<file path="config.mk">
export PLATFORM = sky130hd
export DESIGN_NAME = snitch_operand_fetch
export DESIGN_NICKNAME = d
export VERILOG_FILES = /design/src/rtl/snitch_operand_fetch.sv
export SDC_FILE = /design/constraint.sdc
export NUM_CORES = 1
export LEC_CHECK = 0
export ABC_AREA = 1
export ABC_CLOCK_PERIOD_IN_PS = 2900
export CORE_UTILIZATION = 35
export DETAILED_ROUTE_END_ITERATION = 7
export GPL_ROUTABILITY_DRIVEN = 0
export PLACE_DENSITY = 0.67
export RECOVER_POWER = 25
export SLEW_MARGIN = 20
export SYNTH_ARGS = -nofsm -noshare
export SYNTH_HDL_FRONTEND = slang
export SYNTH_SLANG_ARGS = --single-unit
</file>
<file path="constraint.sdc">
create_clock -name clk_i -period 2.9 [get_ports clk_i]
set_input_delay 0.58 -clock clk_i [delete_from_list [all_inputs] [get_ports clk_i]]
set_output_delay 0.58 -clock clk_i [all_outputs]
set_load 0.005 [all_outputs]
</file>
<file path="src/rtl/snitch_operand_fetch.sv">
// -----------------------------------------------------------------------------
// snitch_operand_fetch
//
// Read-side companion to the Snitch latch register file. Accepts one
// instruction's source-register addresses, spreads the reads over the
// register file's limited read ports across one or more cycles, and holds
// back any operand whose register still has an outstanding write in the
// scoreboard. Once every operand is collected, the bundle is offered to the
// execute stage through a valid/ready handshake.
//
// Ports:
//   clk_i        clock
//   rst_ni       synchronous, active-low reset
//   req_valid_i  request valid
//   req_ready_o  request accepted when valid & ready (only in IDLE)
//   req_raddr_i  NR_OPERANDS source register addresses
//   req_ren_i    NR_OPERANDS operand-used mask
//   busy_i       per-register scoreboard, 1 = outstanding write
//   rf_raddr_o   NR_READ_PORTS register file read addresses
//   rf_rdata_i   NR_READ_PORTS read data, combinational in the same cycle
//   rsp_valid_o  operand bundle valid
//   rsp_ready_i  consumer ready
//   rsp_data_o   NR_OPERANDS collected operands
//   wb_valid_i, wb_addr_i, wb_data_i
//                write-back forward port, only when SNITCH_OPFETCH_FORWARD_EN
//                is defined
//
// Build option:
//   SNITCH_OPFETCH_FORWARD_EN  a busy pending operand captures matching
//                              write-back data instead of waiting for the
//                              scoreboard to clear. Without it, busy
//                              operands simply wait.
// -----------------------------------------------------------------------------
module snitch_operand_fetch #(
    parameter int unsigned DATA_WIDTH    = 32,
    parameter int unsigned ADDR_WIDTH    = 5,
    parameter int unsigned NR_READ_PORTS = 2,
    parameter int unsigned NR_OPERANDS   = 3,
    parameter bit          ZERO_REG_ZERO = 1'b1
) (
    input  logic                                      clk_i,
    input  logic                                      rst_ni,
    input  logic                                      req_valid_i,
    output logic                                      req_ready_o,
    input  logic [NR_OPERANDS-1:0][ADDR_WIDTH-1:0]    req_raddr_i,
    input  logic [NR_OPERANDS-1:0]                    req_ren_i,
    input  logic [(2**ADDR_WIDTH)-1:0]                busy_i,
    output logic [NR_READ_PORTS-1:0][ADDR_WIDTH-1:0]  rf_raddr_o,
    input  logic [NR_READ_PORTS-1:0][DATA_WIDTH-1:0]  rf_rdata_i,
    output logic                                      rsp_valid_o,
    input  logic                                      rsp_ready_i,
    output logic [NR_OPERANDS-1:0][DATA_WIDTH-1:0]    rsp_data_o
`ifdef SNITCH_OPFETCH_FORWARD_EN
    ,
    input  logic                                      wb_valid_i,
    input  logic [ADDR_WIDTH-1:0]                     wb_addr_i,
    input  logic [DATA_WIDTH-1:0]                     wb_data_i
`endif
);

    localparam logic [1:0] IDLE    = 2'd0;
    localparam logic [1:0] COLLECT = 2'd1;
    localparam logic [1:0] OUT     = 2'd2;

    localparam int unsigned PORT_IDX_W = (NR_READ_PORTS > 1) ? $clog2(NR_READ_PORTS) : 1;

    logic [1:0]                                  state_q, state_d;
    logic [NR_OPERANDS-1:0][ADDR_WIDTH-1:0]      addr_q;
    logic [NR_OPERANDS-1:0]                      pending_q, pending_d;
    logic [NR_OPERANDS-1:0][DATA_WIDTH-1:0]      operand_q, operand_d;
    logic [NR_OPERANDS-1:0]                      grant;
    logic [NR_OPERANDS-1:0]                      fwd;
    logic [NR_OPERANDS-1:0]                      accept_zero;
    logic [NR_OPERANDS-1:0][DATA_WIDTH-1:0]      read_data;
    logic [NR_READ_PORTS-1:0][ADDR_WIDTH-1:0]    rf_raddr;
    logic [DATA_WIDTH-1:0]                       fwd_data;
    logic                                        accept;

    // Handshake outputs are held low during reset so nothing leaks out
    // before the state register has been initialised.
    assign req_ready_o = rst_ni && (state_q == IDLE);
    assign rsp_valid_o = rst_ni && (state_q == OUT);
    assign rsp_data_o  = operand_q;
    assign rf_raddr_o  = rst_ni ? rf_raddr : '0;
    assign accept      = req_valid_i && req_ready_o;

    // Operands addressing the hard-wired zero register never need a port.
    always_comb begin
        accept_zero = '0;
        for (int i = 0; i < NR_OPERANDS; i++) begin
            accept_zero[i] = ZERO_REG_ZERO && (req_raddr_i[i] == '0);
        end
    end

    // Port scheduler: walk operands lowest index first and hand out read
    // ports in ascending order to pending operands whose register is free.
    // A busy operand is skipped, so later operands can be read around it.
    always_comb begin
        int unsigned slot;
        slot      = 0;
        grant     = '0;
        rf_raddr  = '0;
        read_data = '0;
        if (state_q == COLLECT) begin
            for (int i = 0; i < NR_OPERANDS; i++) begin
                if (pending_q[i] && !busy_i[addr_q[i]] && (slot < NR_READ_PORTS)) begin
                    grant[i]                       = 1'b1;
                    rf_raddr[PORT_IDX_W'(slot)]    = addr_q[i];
                    read_data[i]                   = rf_rdata_i[PORT_IDX_W'(slot)];
                    slot                           = slot + 1;
                end
            end
        end
    end

    // Write-back forwarding: every busy pending operand whose address matches
    // the write-back captures it at once, without taking a read port.
`ifdef SNITCH_OPFETCH_FORWARD_EN
    always_comb begin
        fwd      = '0;
        fwd_data = wb_data_i;
        for (int i = 0; i < NR_OPERANDS; i++) begin
            fwd[i] = (state_q == COLLECT) && pending_q[i] && busy_i[addr_q[i]]
                     && wb_valid_i && (wb_addr_i == addr_q[i]);
        end
    end
`else
    always_comb begin
        fwd      = '0;
        fwd_data = '0;
    end
`endif

    // Next-state logic for the IDLE -> COLLECT -> OUT sequence.
    always_comb begin
        state_d   = state_q;
        pending_d = pending_q;
        operand_d = operand_q;
        case (state_q)
            IDLE: begin
                if (accept) begin
                    for (int i = 0; i < NR_OPERANDS; i++) begin
                        pending_d[i] = req_ren_i[i] && !accept_zero[i];
                        if (!pending_d[i]) begin
                            operand_d[i] = '0;
                        end
                    end
                    state_d = (pending_d == '0) ? OUT : COLLECT;
                end
            end
            COLLECT: begin
                for (int i = 0; i < NR_OPERANDS; i++) begin
                    if (grant[i]) begin
                        operand_d[i] = read_data[i];
                        pending_d[i] = 1'b0;
                    end else if (fwd[i]) begin
                        operand_d[i] = fwd_data;
                        pending_d[i] = 1'b0;
                    end
                end
                if (pending_d == '0) begin
                    state_d = OUT;
                end
            end
            OUT: begin
                if (rsp_ready_i) begin
                    state_d = IDLE;
                end
            end
            default: begin
                state_d = IDLE;
            end
        endcase
    end

    // State registers; a reset mid-operation simply drops the request.
    always_ff @(posedge clk_i) begin
        if (!rst_ni) begin
            state_q   <= IDLE;
            addr_q    <= '0;
            pending_q <= '0;
            operand_q <= '0;
        end else begin
            state_q   <= state_d;
            pending_q <= pending_d;
            operand_q <= operand_d;
            if (accept) begin
                addr_q <= req_raddr_i;
            end
        end
    end

endmodule

</file>
==> metrics.yaml <==
die_area_um2: 18660
die_w_um: 136.6
netlist_area_um2: 6342
syn_to_final_growth_pct: 54.67
numCtsBuffers: 17
hpwl_um: 17260
final_nets: 1323
clockBufferDepth: 2
antenna_found_initial: 0
skew_ns: 0.008845
power_mw: 6.737
cts.sinks: 116
num_io_pins: 226
crit_fanout: 18
yosysUniqueCellTypes: 31
dp.cells: 1382
layout_commonest_cell: "nand2_1"
slowest_delay_ns: 0.36
hold_path_end: "rsp_data_o[12]$_SDFFE_PN0P_"
die_h_um: 136.6
rr_startpoint: "addr_q[0]$_SDFFE_PN0P_"
layout_setup_ws_ns: -0.4135
route.vias.total: 7510
seq_area_um2: 2327
via_per_inst: 5.208
slowest_stage: "dfxtp_4"
synthArstFlopShare: 0
dpl_cell_area_um2: 8924
cap_violations: 0
ys_warn_count: 0
end_kind: "flip-flop"
antenna_left: 0
reg2regPathDepth: 29
violations: "setup timing"
drive_gt1_frac: 0.1611
finalHoldViolCount: 0
period_needed_ns: 3.313
tns_ns: -4.105
final_area_um2: 9809
regToRegSetupSlack_ns: -0.41
start_kind: "flip-flop"
setup_violations: 13
rows: 48
worst_pin_slew_ns: 1.092
slew_headroom: 0.2721
hold_class: "flip-flop to flip-flop"
first_global_vias: 7027
clk_root_buffer_cell: "clkbuf_16"
synth_edf_count: 0
grt_pass1_wl_um: 37540
overflow: 0
layoutNonFillerInstCount: 1442
peakVddDrop_mv: 0.6076
crit_required_ns: 3.25
p_leak_nw: 3.963
dp_slack_ns: -0.8641
synth_ff_type: "dfxtp_1"
hold_start: "rsp_data_o[12]$_SDFFE_PN0P_"
multi_input_area_um2: 3453
diodes: 0
drt-total-wl_um: 24760
avgRoutedWirePerCell_um: 17.17
drt_iter0_markers: 435
criticalPathCategory: "flip-flop to flip-flop"
synth_area_per_cell_um2: 6.683
cts.htree.levels: 4
port_buffers: 225
slew_viol_final: 0
reg2reg_to: "state_q[0]$_SDFFE_PN0P_"
fillerInstances: 1699
layout_common_cells: "310 x nand2_1, 145 x clkdlybuf4s50_1, 114 x dfxtp_1, 113 x a21oi_1, 85 x nand3_1"
core_area_um2: 17480
syn-num-nets: 1068
holdPathStages: 2
power_density_nw_per_um2: 686.8
syn-instance-count: 949
cp_data_arrival_time_ns: 3.67
postCtsHoldBufs: 0
cts_tree: "built"
critPathMostFrequentCell: "buf_4"
status: "complete, but fails checks"
worstSkewPairLatency_ns: 0.43
min_period_over_period: 1.143
route.detailed.drc: 0
synth_seq_cells: 116
first_pass_iters: 7
yosysSeqAreaShare: 0.3661
grt.total_usage: 0.2614
grt_max_degree: 97
rsz0062_at_grt: "true"
start_util: 0.3629
timing.fmax_ghz: 0.3018
clk_pin_slew_ns: 0.06
-- timing repair --
| action | 4_1_cts | 5_1_grt |
|---|---|---|
| hold endpoints to repair | 0 | 0 |
| setup buffers | 23 | 2 |
| pin swaps | 36 | 15 |
| endpoints found under the setup margin | 10 | 13 |
| cloned | 2 | 1 |
| gates resized for setup | 132 | 28 |
-- area by class of cell --
type	instances	share of cell area
well taps	225	0.02870
multi-input cells	677	0.3520
clock buffers	19	0.04413
clock inverters	13	0.01135
repair buffers	297	0.2880
repair inverters	1	0.0007653
inverters	94	0.03776
flip-flops and latches	116	0.2372
-- cell families after synthesis --
| logic type | share of synthesized area |
|---|---|
| compound gates | 0.2162 |
| buf+inv | 0.1180 |
| fa+ha+maj | 0.001972 |
| flops | 0.3661 |
| simple gates | 0.2977 |
-- per-stage QoR --
step                utilization  hold WS (ns)
floorplan                     -        0.4554
global placement         0.5106        0.4470
detailed placement       0.5106        0.4520
CTS                      0.5553        0.4600
global route             0.5613        0.4683
finish                   0.5613        0.4552
-- where the power goes --
part / switching [mW] / total (mW) / internal [mW]
clock network: 0.782 / 1.95 / 1.17
logic: 1.81 / 2.94 / 1.14
registers: 0.114 / 1.84 / 1.73
-- worst max-delay path, delay by kind of cell (launching register included) --
kind	cells	cell delay, ns
flops	1	0.36
buf+inv	17	1.93
simple gates	12	0.93
-- state kept, by name, indices dropped and copies added (netlist names) --
name,cells
rsp_data_o,96
state_q,2
addr_q,15
pending_q,3
-- worst max-delay path by stage --
stage | start | to | slack [ns] | cells past startpoint
global placement | busy_i[29] | rf_raddr_o[9] | -0.82 | 18
global route | addr_q[0]$_SDFFE_PN0P_ | state_q[0]$_SDFFE_PN0P_ | -0.52 | 29
finish | addr_q[0]$_SDFFE_PN0P_ | state_q[0]$_SDFFE_PN0P_ | -0.41 | 29
detailed placement | busy_i[28] | rf_raddr_o[0] | -0.86 | 19
floorplan | busy_i[29] | rf_raddr_o[0] | 0.03 | 17
CTS | addr_q[0]$_SDFFE_PN0P_ | rf_raddr_o[0] | -0.31 | 19
-- cell usage after synthesis (2+ instances only) --
cell type  count  share of area
a21oi_1      118          0.093
buf_2         16          0.013
buf_4          7         0.0083
buf_6         13          0.023
clkbuf_1      25          0.015
clkbuf_4       2         0.0024
clkinv_1       3         0.0018
dfxtp_1      116           0.37
inv_1         80          0.047
inv_2          9         0.0053
nand2_1      316           0.19
nand2_2        2         0.0020
nand3_1       92          0.073
nand3_2        4         0.0063
nand4_1        3         0.0030
nor2_1        19          0.011
nor3_1         6         0.0047
o2111ai_1     31          0.043
o211ai_1      35          0.041
o21ai_0       38          0.030
o21ai_4        2         0.0051
o41ai_1        2         0.0028
or2_2          2         0.0020
-- per-layer routing --
metal	up-vias	wire length [um]	track usage
met5	-	0	0
met4	0	909	0.1179
met3	66	2283	0.07704
met2	358	11590	0.4312
met1	3396	9976	0.3122
li1	3690	-	-
No activity file was read; power rests on OpenSTA's default activity.
